$ cat config.mk
export PLATFORM = sky130hd
export DESIGN_NAME = imm_pack
export DESIGN_NICKNAME = d
export VERILOG_FILES = /design/src/rtl/imm_pack.sv
export SDC_FILE = /design/constraint.sdc
export NUM_CORES = 1
export LEC_CHECK = 0
export CAP_MARGIN = 30
export CORE_ASPECT_RATIO = 1.75
export CORE_MARGIN = 5
export CORE_UTILIZATION = 49
export CTS_CLUSTER_DIAMETER = 50
export CTS_CLUSTER_SIZE = 20
export DETAILED_ROUTE_END_ITERATION = 8
export PLACE_DENSITY = 0.85
export SYNTH_ARGS = -nofsm -noshare
export SYNTH_HDL_FRONTEND = slang
export SYNTH_SLANG_ARGS = --single-unit
$ cat constraint.sdc
create_clock -name clk -period 3.66 [get_ports clk]
set_clock_uncertainty 0.15 [all_clocks]
set_input_delay 0.549 -clock clk [delete_from_list [all_inputs] [get_ports clk]]
set_output_delay 0.549 -clock clk [all_outputs]
set_load 0.02 [all_outputs]
$ cat src/rtl/imm_pack.sv
// Packs a signed immediate into the I/S/B/J fields of a base instruction word.
// Two-stage valid/ready pipeline; `define IMM_PACK_ERRCNT_EN to build the error counter.
module imm_pack #(
    parameter int unsigned CNT_W = 8
) (
    input  logic             clk,
    input  logic             reset,
    input  logic             in_valid,
    output logic             in_ready,
    input  logic [1:0]       immsrc,
    input  logic [31:0]      imm,
    input  logic [31:0]      base,
    output logic             out_valid,
    input  logic             out_ready,
    output logic [31:0]      instr,
    output logic             out_err,
    output logic [CNT_W-1:0] err_count
);

    localparam int unsigned XLEN  = 32;
    // Highest immediate bit ever scattered is imm[20] (J-type).
    localparam int unsigned IMM_W = 21;

    typedef enum logic [1:0] {
        SRC_I = 2'b00,
        SRC_S = 2'b01,
        SRC_B = 2'b10,
        SRC_J = 2'b11
    } immsrc_e;

    logic             s1_valid_q, s1_valid_d;
    immsrc_e          s1_src_q, s1_src_d;
    logic [IMM_W-1:0] s1_imm_q, s1_imm_d;
    logic [XLEN-1:0]  s1_base_q, s1_base_d;
    logic             s1_err_q, s1_err_d;
    logic             s2_valid_q, s2_valid_d;
    logic [XLEN-1:0]  instr_q, instr_d;
    logic             out_err_q, out_err_d;

    logic             advance_s1;
    logic             in_fire;
    logic             in_err_c;
    logic [XLEN-1:0]  packed_c;

    assign advance_s1 = !s2_valid_q || out_ready;
    assign in_ready   = !s1_valid_q || advance_s1;
    assign in_fire    = in_valid && in_ready;

    // Representability check on the incoming immediate.
    always_comb begin
        in_err_c = 1'b0;
        unique case (immsrc_e'(immsrc))
            SRC_I, SRC_S: in_err_c = !((&imm[31:11]) || !(|imm[31:11]));
            SRC_B:        in_err_c = !((&imm[31:12]) || !(|imm[31:12])) || imm[0];
            SRC_J:        in_err_c = !((&imm[31:20]) || !(|imm[31:20])) || imm[0];
        endcase
    end

    // Field scatter from the S1 registers; untouched bits come from base.
    always_comb begin
        packed_c = s1_base_q;
        unique case (s1_src_q)
            SRC_I: packed_c[31:20] = s1_imm_q[11:0];
            SRC_S: begin
                packed_c[31:25] = s1_imm_q[11:5];
                packed_c[11:7]  = s1_imm_q[4:0];
            end
            SRC_B: begin
                packed_c[31]    = s1_imm_q[12];
                packed_c[30:25] = s1_imm_q[10:5];
                packed_c[11:8]  = s1_imm_q[4:1];
                packed_c[7]     = s1_imm_q[11];
            end
            SRC_J: begin
                packed_c[31]    = s1_imm_q[20];
                packed_c[30:21] = s1_imm_q[10:1];
                packed_c[20]    = s1_imm_q[11];
                packed_c[19:12] = s1_imm_q[19:12];
            end
        endcase
    end

    always_comb begin
        s1_valid_d = s1_valid_q;
        s1_src_d   = s1_src_q;
        s1_imm_d   = s1_imm_q;
        s1_base_d  = s1_base_q;
        s1_err_d   = s1_err_q;
        s2_valid_d = s2_valid_q;
        instr_d    = instr_q;
        out_err_d  = out_err_q;

        if (in_fire) begin
            s1_valid_d = 1'b1;
            s1_src_d   = immsrc_e'(immsrc);
            s1_imm_d   = imm[IMM_W-1:0];
            s1_base_d  = base;
            s1_err_d   = in_err_c;
        end else if (advance_s1) begin
            s1_valid_d = 1'b0;
        end

        if (advance_s1) begin
            s2_valid_d = s1_valid_q;
            if (s1_valid_q) begin
                instr_d   = packed_c;
                out_err_d = s1_err_q;
            end
        end
    end

    always_ff @(posedge clk) begin
        if (reset) begin
            s1_valid_q <= 1'b0;
            s1_src_q   <= SRC_I;
            s1_imm_q   <= '0;
            s1_base_q  <= '0;
            s1_err_q   <= 1'b0;
            s2_valid_q <= 1'b0;
            instr_q    <= '0;
            out_err_q  <= 1'b0;
        end else begin
            s1_valid_q <= s1_valid_d;
            s1_src_q   <= s1_src_d;
            s1_imm_q   <= s1_imm_d;
            s1_base_q  <= s1_base_d;
            s1_err_q   <= s1_err_d;
            s2_valid_q <= s2_valid_d;
            instr_q    <= instr_d;
            out_err_q  <= out_err_d;
        end
    end

    assign out_valid = s2_valid_q;
    assign instr     = instr_q;
    assign out_err   = out_err_q;

`ifdef IMM_PACK_ERRCNT_EN
    logic             out_fire;
    logic [CNT_W-1:0] err_cnt_q, err_cnt_d;

    assign out_fire = s2_valid_q && out_ready;

    // Saturating count of errored results handed to the consumer.
    always_comb begin
        err_cnt_d = err_cnt_q;
        if (out_fire && out_err_q && !(&err_cnt_q)) begin
            err_cnt_d = err_cnt_q + CNT_W'(1);
        end
    end

    always_ff @(posedge clk) begin
        if (reset) begin
            err_cnt_q <= '0;
        end else begin
            err_cnt_q <= err_cnt_d;
        end
    end

    assign err_count = err_cnt_q;
`else
    assign err_count = '0;
`endif

endmodule

==> results of run 1 <==
==> report_power, final <==
part | internal [uW] | switching (uW) | total, uW
sequential | 964 | 28.6 | 992
combinational | 136 | 150 | 286
clock | 619 | 349 | 968
==> sequential cells by signal, summed over array words and instances (netlist names) <==
| register | flops |
|---|---|
| instr | 32 |
| out_err | 1 |
| out_valid | 1 |
| s1_base_q | 25 |
| s1_err_q | 1 |
| s1_imm_q | 21 |
| s1_src_q | 2 |
| s1_valid_q | 1 |
==> routing by layer <==
metal	routed length, um	share of wire [%]
met1	3250	38
met2	4740	55
met3	404	4.7
met4	242	2.8
met5	0	0
==> area by class of cell <==
class                           count  area [um2]
Clock buffer                       11         243
Clock inverter                      5        82.6
Fill cell                         569        2200
Inverter                            2        7.51
Multi-Input combinational cell    309        1540
Sequential cell                    84        1680
Tap cell                           84         105
Timing Repair Buffer              101         996
==> worst paths after layout <==
kind | endpoint | cells past startpoint | startpoint
hold / removal | s1_base_q[9] | 2 | s1_base_q[9]
hold reg to reg | s1_base_q[9] | 2 | s1_base_q[9]
setup reg to reg | s1_imm_q[18] | 6 | out_valid
setup / recovery | in_ready | 4 | out_ready
==> critical path, cell delays in order <==
cell and delay [ns]:
clkdlybuf4s50_1 0.46, nor2b_4 0.19, nand2_1 0.10, clkdlybuf4s50_1 0.55
==> kinds of logic (layout without fill, tap and decap cells) <==
| group | after synthesis | count (layout) | synth area share, % |
|---|---|---|---|
| AND/OR/NAND/NOR | 194 | 194 | 24.1 |
| other | 1 | 8 | 0.110 |
| adder cells (fa/ha/maj) | 4 | 4 | 1.47 |
| multiplexers | 8 | 8 | 2.34 |
| flip-flops | 84 | 84 | 49.2 |
| buffers and inverters | 41 | 119 | 6.59 |
| AO/OA/AOI/OAI | 95 | 95 | 16.1 |
==> metrics by stage <==
step	utilization (%)	instance area, um2
global placement	63.2	4330
finish	68.0	4660
CTS	68.0	4660
detailed placement	63.2	4330
global route	68.0	4660
floorplan	-	3440
==> layout by cell type, fill, tap and decap left out <==
master	count
a31oi_1	1
nand3_1	1
nor4_4	1
and2_2	1
clkinv_2	1
nor4_1	4
o21ai_0	6
nor2b_4	2
a311oi_1	5
nor2b_1	5
bufinv_16	2
nand2b_1	1
ha_1	4
clkbuf_1	1
a22oi_1	3
buf_2	1
a2111oi_2	1
nand4_1	5
dfxtp_1	84
clkbuf_8	1
nor2_1	28
nand2_1	134
nor3_1	9
inv_1	2
a222oi_1	1
or2_2	1
o211ai_1	1
inv_6	2
conb_1	8
clkbuf_16	9
buf_4	4
mux2i_1	8
and3_1	1
clkdlybuf4s50_1	96
a211oi_1	12
a21oi_1	65
nor4_2	1
==> results_dict.tcl, run 1 <==
set metrics [dict create \
    tritoncts "yes" \
    dp_hpwl_mm 6.13 \
    viasPerCell 5.21 \
    r2r_slack_ns 1.67 \
    rows 40 \
    finalWorstSetupSlack_ns 1.11 \
    hold_buffers 0 \
    cp-end-kind "output port" \
    setup-violations-final 0 \
    status "complete, no violations" \
    async_flop_share_pct 0 \
    wl_per_cell_um 14.5 \
    port_buffers 97 \
    place.gp.congestion 0.760 \
    vias 3108 \
    io_pins 113 \
    instances_no_fill 596 \
    period_share_pct 69.6 \
    irDropWorstVdd_uv 344 \
    final_antenna_net_count 0 \
    die_h_um 120 \
    drv_slew 0 \
    initial_core_util_pct 49.8 \
    max-slew-margin-rel_pct 37.3 \
    critical_path_class "in2out" \
    yosys.cell_types.count 33 \
    start_kind "input pin" \
    synth_edf_count 0 \
    grt_max_degree 47 \
    numCtsBuffers 9 \
    first_pass_iters 4 \
    tns_ns 0 \
    grt_usage_pct 19.9 \
    nNetsFinal 581 \
    synth_area_leader_cell "dfxtp_1" \
    drc 0 \
    critPathArrivalTime_ns 1.85 \
    netlist_instances 427 \
    synth_seq_cells 84 \
    met1_usage_pct 21.0 \
    crit_required_ns 2.96 \
    die_w_um 73.1 \
    synth_top_area_share_pct 49.2 \
    overflow 0 \
    grt_setup_unrepaired "false" \
    grt_pass1_vias 3041 \
    met2_usage_pct 36.8 \
    synthesis.area_mm2 0.00342 \
    synth_flop_cell "dfxtp_1" \
    grt.met3_usage_pct 4.16 \
    fmax_mhz 392 \
    grt_pass1_wl_mm 13.7 \
    routed_wl_mm 8.64 \
    yosysMostFrequentCell "nand2_1" \
    pre_cts_ws_ns 1.01 \
    area_growth_pct 36.4 \
    yosys-top-cells-count "134 x nand2_1, 84 x dfxtp_1, 65 x a21oi_1, 28 x nor2_1, 13 x clkbuf_1" \
    yosys_warnings 0 \
    tightestPinTransition_ns 0.939 \
    fp.dieArea_mm2 0.00881 \
    crit_fanout 5 \
    power_density_mw_per_mm2 482 \
    clk_pin_slew_ns 0.06 \
    antenna_found_initial 0 \
    layout_min_cycle_time_ns 2.55 \
    cap_violations 0 \
    drive_gt1_share_pct 5.27 \
    hp-class "reg2reg" \
    fin_total_pwr_uw 2250 \
    cts-htree-levels 3 \
    grt-busiest-layer "met2" \
    clock_latency_ns 0.33 \
    dp.cells 580 \
    drtIter0Drc 177 \
    synth.avg_cell_area_um2 8.00 \
    p_leak_uw 0.00170 \
    post_cts.repair.setup_buffers 0 \
    core_mm2 0.00686 \
    final_hold_viol_count 0 \
    synth_area_leaders "dfxtp_1 49%, nand2_1 15%, a21oi_1 9.5%" \
    whs_ns 0.302 \
    cts_sinks 84 \
    root_buffer "clkbuf_16" \
    cts_buffer_depth 2 \
    cts_resized 0 \
    n_antenna_cell 0 \
    seq_area_frac_synth_pct 49.2 \
]
(Power assumes the default switching activity.)
==> run 2: changes to the inputs <==
Settings changed: CORE_UTILIZATION 49 to 41, PLACE_DENSITY 0.85 to 0.76.
Clock period 3.66 ns to 2.25 ns, I/O delays scaled along.
==> run 2 against run 1 <==
Worst hold slack lost 0.062 ns. Wire length grew 3.0%. Die area is 17% higher. Clock power rose by 64%. Count of clock-buffer cells in the layout is the same. Critical endpoint unchanged.
==> results_dict.tcl, run 2 (same netlist as run 1, synthesis figures left out) <==
set metrics [dict create \
    clk_pin_slew_ns 0.06 \
    crit_fanout 5 \
    dp_hpwl_mm 6.49 \
    pwr-share-clk_pct 43.0 \
    grt_pass1_vias 3046 \
    largest_reg_flops 32 \
    p_leak_uw 0.00175 \
    period_share_pct 93.4 \
    place.gp.congestion 0.803 \
    tns_ns 0 \
    port_buffers 97 \
    final_common_cell "nand2_1" \
    mostFrequentLayoutCells "134 x nand2_1, 96 x clkdlybuf4s50_1, 84 x dfxtp_1, 65 x a21oi_1, 28 x nor2_1" \
    io_pins 113 \
    cp_slowest_cell "clkdlybuf4s50_1" \
    cts-htree-levels 3 \
    tightestPinTransition_ns 0.574 \
    area_growth_pct 39.7 \
    power.switching_uw 875 \
    vias 3182 \
    hp-class "in2reg" \
    root_buffer "clkbuf_16" \
    cp_common_cell "clkdlybuf4s50_1" \
    clock_latency_ns 0.33 \
    critical_path_class "in2out" \
    numCtsBuffers 9 \
    overflow 0 \
    path_cells "clkdlybuf4s50_1 > nor2b_4 > nand2_1 > clkdlybuf4s50_1" \
    antenna_found_initial 1 \
    start_kind "input pin" \
    cts_resized 0 \
    wl_per_cell_um 14.5 \
    pre_cts_ws_ns 0.0208 \
    core_mm2 0.00820 \
    grt_max_degree 72 \
    grt_setup_unrepaired "false" \
    rows 44 \
    tritoncts "yes" \
    final_hold_viol_count 0 \
    p_seq_share_pct 43.7 \
    irDropWorstVdd_uv 510 \
    fp.dieArea_mm2 0.0103 \
    die_w_um 79.0 \
    cap_violations 0 \
    dp.cells 598 \
    power_density_mw_per_mm2 772 \
    internal_power_uw 2810 \
    layout_min_cycle_time_ns 2.10 \
    grt_usage_pct 17.7 \
    hold_buffers 0 \
    nNetsFinal 591 \
    path_delay_family "buffers and inverters" \
    fmax_mhz 476 \
    first_pass_iters 4 \
    finalWorstSetupSlack_ns 0.149 \
    instances_no_fill 615 \
    die_h_um 131 \
    post_cts.repair.setup_buffers 0 \
    drive_gt1_share_pct 7.09 \
    p_sw_share_pct 23.7 \
    drc 0 \
    slowest_delay_ns 0.55 \
    p_comb_share_pct 13.2 \
    critPathArrivalTime_ns 1.61 \
    viasPerCell 5.17 \
    setup-violations-final 0 \
    initial_core_util_pct 41.6 \
    final_antenna_net_count 0 \
    status "complete, no violations" \
    cts_buffer_depth 2 \
    drtIter0Drc 264 \
    max-slew-margin-rel_pct 61.7 \
    cts_sinks 84 \
    cp-end-kind "output port" \
    routed_wl_mm 8.89 \
    grt_pass1_wl_mm 14.4 \
    worst-path-buf-inv 2 \
    crit_required_ns 1.76 \
    drv_slew 0 \
]
==> run 2: cell types whose count changed in the layout (fill, tap and decap cells not counted) <==
cell        change
diode_2         +1
clkinvlp_4      +2
buf_12          +2
inv_6           -1
clkinv_2        -1
buf_4           +8
==> run 2: power groups by stage <==
stage	Sequential (uW)	Clock, uW	Combinational, uW
floorplan	1670	0	228
global placement	1640	0	481
detailed placement	1640	0	488
CTS	1610	1610	492
global route	1620	1680	536
finish	1610	1590	488
==> run 2: through the flow <==
| stage | total power (uW) | hold slack, ns | area (um2) | utilization, % |
|---|---|---|---|---|
| floorplan | 1900 | 0.282 | 3440 | - |
| global placement | 2120 | 0.285 | 4440 | 54.2 |
| detailed placement | 2130 | 0.295 | 4440 | 54.2 |
| CTS | 3710 | 0.226 | 4770 | 58.2 |
| global route | 3830 | 0.252 | 4770 | 58.2 |
| finish | 3690 | 0.240 | 4770 | 58.2 |
==> run 2: per-layer routing <==
metal | part of all wire (%) | global-route usage [%] | vias to the layer above
met4 | 3.9 | 9.62 | 0
met3 | 5.7 | 4.46 | 23
met2 | 53 | 31.5 | 98
met5 | 0 | 0 | -
met1 | 37 | 19.0 | 1461
li1 | - | - | 1600
==> run 2: cell type report <==
cell class	count	area (um2)
diodes	1	2.50
well taps	92	115
inverters	2	7.51
multi-input cells	309	1540
clock inverters	5	83.8
fillers	733	3430
repair buffers	111	1100
clock buffers	11	243
flip-flops and latches	84	1680
==> run 2: path summary, 6_finish.rpt <==
path                startpoint      endpoint  slack, ns  depth (start not counted)
hold reg to reg   s1_base_q[4]      instr[4]       0.30                          2
setup / recovery     out_ready      in_ready       0.15                          4
setup reg to reg   s1_src_q[0]     instr[11]       0.35                          5
hold / removal           reset  s1_imm_q[11]       0.24                          2
==> run 3: changes to the inputs <==
Settings changed: CTS_CLUSTER_SIZE 20 to 40.
==> results of run 3 <==
No change in the layout: final DEF, timing and power equal those of run 2.
